==> config.mk <==
export PLATFORM = sky130hd
export DESIGN_NAME = mem_port_arbiter
export DESIGN_NICKNAME = d
export VERILOG_FILES = /design/src/rtl/mem_port_arbiter.sv
export SDC_FILE = /design/constraint.sdc
export NUM_CORES = 1
export LEC_CHECK = 0
export ABC_AREA = 1
export CAP_MARGIN = 0
export CORE_UTILIZATION = 33
export CTS_CLUSTER_DIAMETER = 50
export DETAILED_ROUTE_END_ITERATION = 10
export HOLD_SLACK_MARGIN = 0.03
export PLACE_DENSITY = 0.86
export SETUP_SLACK_MARGIN = 0.5
export SLEW_MARGIN = 10
export SYNTH_ARGS = -nofsm -noshare
export SYNTH_HDL_FRONTEND = slang
export SYNTH_SLANG_ARGS = --single-unit
export TNS_END_PERCENT = 10
==> constraint.sdc <==
create_clock -name clk -period 1.6 [get_ports clk]
set_clock_uncertainty 0.05 [all_clocks]
set_input_delay 0.32 -clock clk [delete_from_list [all_inputs] [get_ports clk]]
set_output_delay 0.32 -clock clk [all_outputs]
set_load 0.01 [all_outputs]
==> src/rtl/mem_port_arbiter.sv <==
// Single-port RAM arbiter between instruction fetch and the load/store bus.
// Data wins contention; a bounded data streak guarantees fetch progress.
module mem_port_arbiter #(
    parameter int MAX_D_STREAK = 3,
    parameter int AW           = 14
) (
    input  logic          clk,
    input  logic          rst,
    input  logic          if_req,
    input  logic [AW-1:0] if_addr,
    output logic          if_gnt,
    output logic          if_rvalid,
    output logic [31:0]   if_rdata,
    input  logic          d_req,
    input  logic [AW-1:0] d_addr,
    input  logic          d_we,
    input  logic [3:0]    d_mask,
    input  logic [31:0]   d_wdata,
    output logic          d_gnt,
    output logic          d_rvalid,
    output logic [31:0]   d_rdata,
    output logic [AW-1:0] mem_addr,
    output logic          mem_we,
    output logic [3:0]    mem_mask,
    output logic [31:0]   mem_wdata,
    input  logic [31:0]   mem_rdata
);

    typedef enum logic [1:0] {
        OWN_NONE,
        OWN_IF,
        OWN_D
    } owner_t;

    localparam logic [3:0] MAX_STREAK = 4'(MAX_D_STREAK);

    owner_t        owner_reg;
    logic          d_read_reg;
    logic [3:0]    streak_reg;
    logic [3:0]    streak_next;
    logic [31:0]   if_rdata_reg;
    logic [AW-1:0] addr_hold_reg;
    logic          fetch_turn;

    // Fetch takes the port once data has won MAX_D_STREAK contended cycles in a row.
    assign fetch_turn = if_req && (streak_reg == MAX_STREAK);
    assign d_gnt      = rst && d_req && !fetch_turn;
    assign if_gnt     = rst && if_req && !d_gnt;

    always_comb begin
        streak_next = streak_reg;
        if (!if_req || if_gnt) begin
            streak_next = 4'd0;
        end else if (d_gnt && (streak_reg < MAX_STREAK)) begin
            streak_next = streak_reg + 4'd1;
        end
    end

    always_comb begin
        mem_addr  = addr_hold_reg;
        mem_we    = 1'b0;
        mem_mask  = 4'b0000;
        mem_wdata = 32'd0;
        if (d_gnt) begin
            mem_addr  = d_addr;
            mem_we    = d_we;
            mem_mask  = d_we ? d_mask : 4'b1111;
            mem_wdata = d_wdata;
        end else if (if_gnt) begin
            mem_addr = if_addr;
            mem_mask = 4'b1111;
        end
    end

    always_ff @(posedge clk or negedge rst) begin
        if (!rst) begin
            owner_reg     <= OWN_NONE;
            d_read_reg    <= 1'b0;
            streak_reg    <= 4'd0;
            if_rdata_reg  <= 32'd0;
            addr_hold_reg <= '0;
        end else begin
            streak_reg <= streak_next;
            d_read_reg <= d_gnt && !d_we;
            if (d_gnt) begin
                owner_reg <= OWN_D;
            end else if (if_gnt) begin
                owner_reg <= OWN_IF;
            end else begin
                owner_reg <= OWN_NONE;
            end
            if (owner_reg == OWN_IF) begin
                if_rdata_reg <= mem_rdata;
            end
            if (d_gnt || if_gnt) begin
                addr_hold_reg <= mem_addr;
            end
        end
    end

    // The RAM word is forwarded during the response cycle, then held in if_rdata_reg.
    assign if_rvalid = (owner_reg == OWN_IF);
    assign if_rdata  = if_rvalid ? mem_rdata : if_rdata_reg;
    assign d_rvalid  = (owner_reg == OWN_D);
    assign d_rdata   = (d_rvalid && d_read_reg) ? mem_rdata : 32'd0;

endmodule

==> results of run 1 <==
==> stage by stage <==
stage          cell area [µm²]  TNS (ns)  power (mW)  hold WS (ns)  utilization, %
2_1_floorplan             2930         0        2.20       -0.0256               -
5_1_grt                   6180    -49.64        4.36         0.197            75.6
4_1_cts                   5880    -39.56        4.06         0.155            71.9
3_5_place_dp              5720    -65.27        3.31         0.194            70.0
6_report                  6180    -39.63        4.15         0.130            75.6
3_3_place_gp              5720    -62.72        3.26         0.185            70.0
==> placed cells by master (no fill, tap or decap), drive strengths merged <==
cell / n
nand2: 58
o21ai: 36
nand4: 2
clkinvlp: 1
dlygate4sd2: 10
clkinv: 3
bufbuf: 1
buf: 180
dlygate4sd3: 1
clkbuf: 5
dfrtp: 53
ha: 1
nor2: 77
clkdlybuf4s50: 98
nand3: 57
inv: 80
clkdlybuf4s15: 15
==> worst reg2reg max path: stages, from the launching register on <==
cell and delay, ns:
dfrtp_1 0.36, ha_2 0.19, nand2_1 0.05, inv_1 0.06
nand2_2 0.09, nand2_8 0.15, inv_12 0.06, buf_8 0.12
buf_6 0.11, nand2_4 0.07, buf_6 0.10, buf_6 0.09
nand3_2 0.11
==> cell families (layout without fill, tap and decap cells) <==
kind of cell	after synthesis	in the layout	synth area share, %
buf+inv	98	394	14.3
fa+ha+maj	1	1	0.452
flops	53	53	47.9
simple gates	194	194	30.8
compound gates	36	36	6.51
==> Yosys cell counts, types with 2 or more instances <==
library cell   n
dfrtp_1       53
nor2_1        75
nand2_2       12
nand2_1       45
o21ai_0       31
o21ai_1        5
inv_1         77
nand3_1       57
buf_4          2
buf_2         10
clkbuf_1       5
inv_2          2
nand4_1        2
==> metal layers <==
metal  wire, µm  track usage, %  vias up
met5          0               0        -
met3        703            4.63       23
met1       4520            28.8     1761
met4        287            6.41        0
met2       6820            45.4      141
li1           -               -     1752
==> path summary, 6_finish.rpt <==
path                       slack [ns]                       start  cells after the start                            end
setup / recovery                -0.61   streak_reg[1]$_DFFE_PN0P_                     10                  mem_wdata[19]
hold / removal                   0.13                         rst                      2         owner_reg[1]$_DFF_PN0_
setup reg to reg                -0.13   streak_reg[1]$_DFFE_PN0P_                     12  addr_hold_reg[10]$_DFFE_PN0P_
hold reg to reg                  0.43  if_rdata_reg[27]$_DFF_PN0_                      2     if_rdata_reg[27]$_DFF_PN0_
max in group asynchronous        0.95                         rst                      2   addr_hold_reg[0]$_DFFE_PN0P_
min in group clk                 0.43  if_rdata_reg[27]$_DFF_PN0_                      2     if_rdata_reg[27]$_DFF_PN0_
==> area by class of cell <==
class / count / area, µm²
Inverter: 80 / 322
Sequential cell: 53 / 1330
Timing Repair Buffer: 305 / 2740
Tap cell: 105 / 131
Clock inverter: 3 / 17.5
Fill cell: 571 / 2000
Clock buffer: 5 / 68.8
Timing Repair inverter: 1 / 8.76
Multi-Input combinational cell: 231 / 1570
==> repair_timing <==
item,CTS,global route
gates resized for setup,524,61
hold endpoints to repair,1,0
hold buffers,1,0
setup buffers,13,5
cloned,2,0
pin swaps,7,7
setup endpoints to repair,172,172
==> report_power, final <==
group          internal [mW]  switching [mW]
clock network          0.303           0.416
registers               1.54          0.0680
logic                  0.981           0.839
==> impl_metrics.tcl, run 1 <==
set metrics [dict create \
    status "finished, violations left" \
    failed_checks "negative setup slack" \
    path_max_fanout 6 \
    place_congestion 0.775 \
    dp_cells 754 \
    fin_cells 783 \
    die_h_um 93.6 \
    area_growth_pct 123 \
    syn_inst 382 \
    rsz0062_at_grt "true" \
    antenna_found_initial 0 \
    drtPass1Iterations 4 \
    fin_crit_ns 2.21 \
    ys_seq_area_share_pct 47.9 \
    grt_max_degree 53 \
    synth_flop_cell "dfrtp_1" \
    ir_drop_mv 0.437 \
    crit_slowest_cell "dfrtp_1" \
    path_clk_slew_ns 0.09 \
    die_w_um 93.6 \
    path_cells "ha_2 > nand2_1 > inv_1 > nand2_2 > nand2_8 > buf_6 > buf_12 > buf_12 > nor2_2 > buf_2" \
    async_flop_share_pct 100 \
    crit_top_cell "buf_12" \
    grt_overflow_total 0 \
    cts_tree "yes" \
    synth_area_leaders "dfrtp_1 48%, inv_1 10%, nand3_1 10%, nor2_1 10%, nand2_1 6.1%" \
    setup_slack_ns -0.607 \
    p_per_area_nw_per_um2 671 \
    synth_cell_types 19 \
    worstPathArrival_ns 1.84 \
    hold_viol_final 0 \
    end_kind "output pin" \
    vias_per_cell 4.70 \
    maxSlewHeadroom_pct 58.0 \
    cts.htree.levels 2 \
    syn_area_um2 2770 \
    slew_violations 0 \
    drtIter0Drc 117 \
    fmax_mhz 453 \
    vias 3677 \
    start_util_pct 33.9 \
    grt_usage_pct 24.5 \
    synth-seq-cells 53 \
    antenna_left 0 \
    rows 33 \
    yosysTopAreaCellShare_pct 47.9 \
    grt_pass1_wl_mm 16.6 \
    final_nets 779 \
    drc_errors 0 \
    insertion_delay_ns 0.30 \
    final.period_utilization_pct 138 \
    synth.net_count 484 \
    ys_warn_count 0 \
    required_ns 1.23 \
    portBuffers 219 \
    largest_reg_flops 32 \
    ios 220 \
    yosysTopAreaCell "dfrtp_1" \
    n_antenna_cell 0 \
    cts_sinks 53 \
    start_kind "flip-flop" \
    routed_wl_mm 12.3 \
    synth-edff-count 0 \
    p_leak_nw 3.33 \
    hpwl_mm 7.99 \
    die-area_um2 8760 \
    worst-setup-path-type "flip-flop to output pin" \
    core-area_um2 8180 \
    drive_gt1_share_pct 47.8 \
    wire_per_inst_um 15.7 \
    critPathBufInv 5 \
    crit_path_max_incr_delay_ns 0.39 \
    drv_cap 0 \
    syn_avg_cell_area_um2 7.25 \
    hp-class "input pin to async pin" \
    cts_buffers 5 \
    cpLargestDelayFamily "buffers and inverters" \
    worstMarginPinSlew_ns 0.630 \
    grt_pass1_vias 3448 \
    clk_path_buf_depth 2 \
    post-place-ws_ns -0.869 \
    setup_viol_count_final 121 \
    cts-root-buf "clkbuf_8" \
]
Power figures use the tool's default switching activity.
==> run 2, diff against run 1 <==
SETUP_SLACK_MARGIN = 0.1   (was 0.5)
SLEW_MARGIN = 40   (was 10)
==> impl_metrics.tcl, run 2 (synthesized netlist as in run 1, its figures left out) <==
set metrics [dict create \
    setup_slack_ns -0.521 \
    final_nets 788 \
    r2r_slack_ns -0.10 \
    ir_drop_mv 0.421 \
    crit_path_max_incr_delay_ns 0.54 \
    path_max_fanout 14 \
    cts_sinks 53 \
    required_ns 1.23 \
    vias_per_cell 4.72 \
    area_growth_pct 119 \
    worstPathArrival_ns 1.75 \
    status "finished, violations left" \
    drive_gt1_share_pct 47.2 \
    rsz0062_at_grt "true" \
    r2r-end "streak_reg[1]$_DFFE_PN0P_" \
    fin_crit_ns 2.12 \
    path_cells "clkdlybuf4s50_1 > nand2_1 > inv_1 > buf_12 > nand3_2 > nand3_1 > buf_2" \
    fill_cells 592 \
    cpLargestDelayFamily "buffers and inverters" \
    n_antenna_cell 0 \
    path_depth 7 \
    fin_cells 792 \
    final.period_utilization_pct 133 \
    largest_reg_flops 32 \
    fmax_mhz 471 \
    rows 33 \
    insertion_delay_ns 0.30 \
    die_h_um 93.6 \
    failed_checks "negative setup slack" \
    cts.htree.levels 2 \
    die-area_um2 8760 \
    maxSlewHeadroom_pct 61.5 \
    power_mw 4.11 \
    crit_slowest_cell "clkdlybuf4s50_1" \
    ios 220 \
    portBuffers 219 \
    drv_cap 0 \
    crit_end "mem_addr[1]" \
    grt_pass1_vias 3686 \
    p_per_area_nw_per_um2 678 \
    cts-root-buf "clkbuf_8" \
    start_kind "input pin" \
    cts_tree "yes" \
    critPathBufInv 4 \
    worst-setup-path-type "input pin to output pin" \
    worstMarginPinSlew_ns 0.578 \
    clk_path_buf_depth 2 \
    slew_violations 0 \
    grt_overflow_total 0 \
    routed_wl_mm 12.2 \
    hold_viol_final 0 \
    layout_commonest_cell "clkdlybuf4s50_1" \
    drtPass1Iterations 4 \
    final_core_util_pct 74.2 \
    wire_per_inst_um 15.4 \
    grt_usage_pct 25.7 \
    core-area_um2 8180 \
    mostFrequentLayoutCells "99 x clkdlybuf4s50_1, 82 x buf_4, 81 x buf_2" \
    hpwl_mm 8.51 \
    cp-startpoint "if_req" \
    rr_worst_depth 10 \
    fin_setup_tns_ns -33.90 \
    place_congestion 0.786 \
    start_util_pct 33.9 \
    p_leak_nw 3.30 \
    antenna_left 0 \
    r2r-start "streak_reg[1]$_DFFE_PN0P_" \
    dp_cells 766 \
    grt_max_degree 47 \
    whs_ns 0.174 \
    die_w_um 93.6 \
    grt_pass1_wl_mm 17.3 \
    path_clk_slew_ns 0.09 \
    end_kind "output pin" \
    hp-class "input pin to async pin" \
    antenna_found_initial 0 \
    vias 3739 \
    setup_viol_count_final 121 \
    drtIter0Drc 87 \
    cts_buffers 5 \
    drc_errors 0 \
]
-- run 2: worst reg2reg max path: cells and delay by family (launching register included) --
kind                       cells  cell delay (ns)
and+or+nand+nor                6             0.64
DFF                            1             0.41
buffers and inverters          3             0.32
adders and majority gates      1             0.21
-- run 2: where the power goes --
| part | switching [mW] | internal, mW |
|---|---|---|
| Sequential | 0.0663 | 1.54 |
| Clock | 0.426 | 0.303 |
| Combinational | 0.819 | 0.957 |
-- run 2: per-stage QoR --
step,area [µm²],setup WS [ns]
2_1_floorplan,2900,0.0648
3_3_place_gp,5740,-0.763
3_5_place_dp,5740,-0.838
4_1_cts,5890,-0.572
5_1_grt,6060,-0.573
6_report,6060,-0.521
-- run 2: worst min-delay path by stage --
stage	start	to	slack (ns)	depth (start not counted)
after floorplan	rst	addr_hold_reg[0]$_DFFE_PN0P_	-0.03	0
after global placement	rst	streak_reg[1]$_DFFE_PN0P_	0.30	2
after detailed placement	rst	streak_reg[0]$_DFFE_PN0P_	0.30	2
after CTS	rst	if_rdata_reg[29]$_DFF_PN0_	0.18	2
after global routing	rst	owner_reg[1]$_DFF_PN0_	0.21	2
final	rst	addr_hold_reg[7]$_DFFE_PN0P_	0.17	2
-- run 2: final cells by class --
type | count | area, µm² | share of cell area (%)
repair buffers | 313 | 2690 | 44.4
inverters | 80 | 318 | 5.24
multi-input cells | 232 | 1500 | 24.8
clock inverters | 3 | 17.5 | 0.289
well taps | 105 | 131 | 2.17
flip-flops and latches | 53 | 1330 | 21.9
repair inverters | 1 | 8.76 | 0.144
clock buffers | 5 | 68.8 | 1.14
-- run 2: layer usage --
metal	track usage (%)	wire, µm	up-vias	part of all wire [%]
met3	5.12	865	37	7.1
met2	50.1	6700	188	55
li1	-	-	1768	-
met4	11.5	505	0	4.1
met5	0	0	-	0
met1	26.1	4110	1746	34
-- run 2: repair_timing --
action / CTS / global route
pin swaps: 5 / 4
cloned: 3 / 4
resized for setup: 541 / 52
hold endpoints to repair: 7 / 0
setup endpoints to repair: 133 / 134
setup buffers: 7 / 5
hold buffers: 1 / 0
==> run 3, diff against run 2 <==
CORE_ASPECT_RATIO = 0.9   (was unset)
MAX_ROUTING_LAYER = met4   (was unset)
==> impl_metrics.tcl, run 3 (synthesized netlist as in run 1, its figures left out) <==
set metrics [dict create \
    status "finished, violations left" \
    failed_checks "design-rule violations, negative setup slack" \
    final_nets 780 \
    hpwl_mm 8.01 \
    drc_errors 12 \
    n_antenna_cell 0 \
    fin_cells 778 \
    grt_overflow_total 0 \
    vias_per_cell 4.71 \
    cts_tree "yes" \
    portBuffers 219 \
    final_core_util_pct 73.8 \
    layout_commonest_cell "clkdlybuf4s50_1" \
    drive_gt1_share_pct 49.2 \
    drv_cap 0 \
    mostFrequentLayoutCells "99 x clkdlybuf4s50_1, 94 x buf_2, 76 x inv_1" \
    worstPathArrival_ns 1.75 \
    grt_pass1_vias 3639 \
    dp_cells 752 \
    routed_wl_mm 11.8 \
    start_util_pct 34.1 \
    power_mw 4.25 \
    whs_ns 0.0249 \
    path_max_fanout 7 \
    final.period_utilization_pct 133 \
    hold_viol_final 0 \
    maxSlewHeadroom_pct 75.6 \
    cts_buffers 5 \
    cts.htree.levels 2 \
    insertion_delay_ns 0.31 \
    grt_max_degree 35 \
    setup_viol_count_final 118 \
    slew_violations 0 \
    clk_path_buf_depth 2 \
    place_congestion 0.778 \
    required_ns 1.23 \
    swShare_pct 31.2 \
    power_frac_seq_pct 37.6 \
    die_w_um 98.5 \
    rsz0062_at_grt "true" \
    core-area_um2 8110 \
    die-area_um2 8760 \
    power_switching_mw 1.33 \
    rows 31 \
    grt_pass1_wl_mm 17.0 \
    die_h_um 88.9 \
    p_per_area_nw_per_um2 711 \
    p_leak_nw 3.29 \
    drtPass1Iterations 9 \
    cts-root-buf "clkbuf_8" \
    p_int_mw 2.93 \
    pwr-share-comb_pct 40.8 \
    fin_crit_ns 2.12 \
    ir_drop_mv 0.392 \
    fill_cells 593 \
    cts_sinks 53 \
    start_kind "flip-flop" \
    grt_usage_pct 25.6 \
    antenna_left 0 \
    ios 220 \
    fmax_mhz 471 \
    setup_slack_ns -0.521 \
    largest_reg_flops 32 \
    drtIter0Drc 197 \
    p_clk_share_pct 21.6 \
    end_kind "output pin" \
    area_growth_pct 116 \
    antenna_found_initial 0 \
    worst-setup-path-type "flip-flop to output pin" \
    vias 3666 \
    post-place-ws_ns -0.867 \
    path_clk_slew_ns 0.10 \
    hp-class "input pin to async pin" \
    wire_per_inst_um 15.1 \
    worstMarginPinSlew_ns 0.366 \
]
[run 3: worst paths after layout]
path | from | to | slack (ns) | cells after the start
max in group asynchronous | rst | if_rdata_reg[10]$_DFF_PN0_ | 0.70 | 3
hold reg to reg | if_rdata_reg[28]$_DFF_PN0_ | if_rdata_reg[28]$_DFF_PN0_ | 0.43 | 2
min in group clk | if_rdata_reg[28]$_DFF_PN0_ | if_rdata_reg[28]$_DFF_PN0_ | 0.43 | 2
setup reg to reg | streak_reg[1]$_DFFE_PN0P_ | addr_hold_reg[10]$_DFFE_PN0P_ | -0.14 | 11
setup / recovery | streak_reg[1]$_DFFE_PN0P_ | mem_addr[12] | -0.52 | 10
hold / removal | rst | owner_reg[1]$_DFF_PN0_ | 0.02 | 2
[run 3: metal layers]
metal  up-vias  share of wire, %  GRT usage (%)
met5         -                 0              -
met4         0               2.0           8.01
met3        32               5.6           5.21
met2       166                57           47.7
met1      1712                36           27.8
li1       1756                 -              -
[run 3: area by class of cell]
| type | instances | area (µm²) | area share [%] |
|---|---|---|---|
| clock buffer | 5 | 68.8 | 1.15 |
| multi-input combinational | 232 | 1560 | 26.0 |
| sequential | 53 | 1330 | 22.2 |
| inverter | 80 | 314 | 5.25 |
| clock inverter | 3 | 43.8 | 0.732 |
| timing repair buffer | 305 | 2540 | 42.5 |
| tap | 99 | 124 | 2.07 |
| timing repair inverter | 1 | 8.76 | 0.146 |
[run 3: power by group through the flow]
| stage | Clock [mW] | Sequential (mW) | Combinational [mW] |
|---|---|---|---|
| after CTS | 0.934 | 1.60 | 1.67 |
| after detailed placement | 0 | 1.62 | 1.66 |
| after floorplan | 0 | 1.61 | 0.558 |
| after global placement | 0 | 1.61 | 1.62 |
| after global routing | 1.00 | 1.62 | 1.87 |
| final | 0.919 | 1.60 | 1.74 |
[run 3: what timing repair did]
item | 4_1_cts | 5_1_grt
setup endpoints to repair | 134 | 137
pin swaps | 8 | 5
cloned | 5 | 0
buffers inserted | 7 | 5
resized for setup | 577 | 53
hold buffers | 1 | 0
endpoints found under the hold margin | 5 | 0
[run 3: worst max-delay path, cell delays in order (launching register included)]
cell     delay [ns]
dfrtp_1        0.41
ha_2           0.21
nand2_2        0.07
inv_2          0.05
nand2_4        0.12
nand2_8        0.13
inv_12         0.10
buf_8          0.11
nand2_4        0.06
nand3_4        0.08
buf_6          0.10
[run 3: stage by stage]
| step | setup TNS, ns | instance area (µm²) |
|---|---|---|
| 5_1_grt | -45.02 | 5980 |
| 6_report | -36.98 | 5980 |
| 3_3_place_gp | -60.60 | 5680 |
| 4_1_cts | -33.49 | 5770 |
| 3_5_place_dp | -64.73 | 5680 |
| 2_1_floorplan | 0 | 2900 |
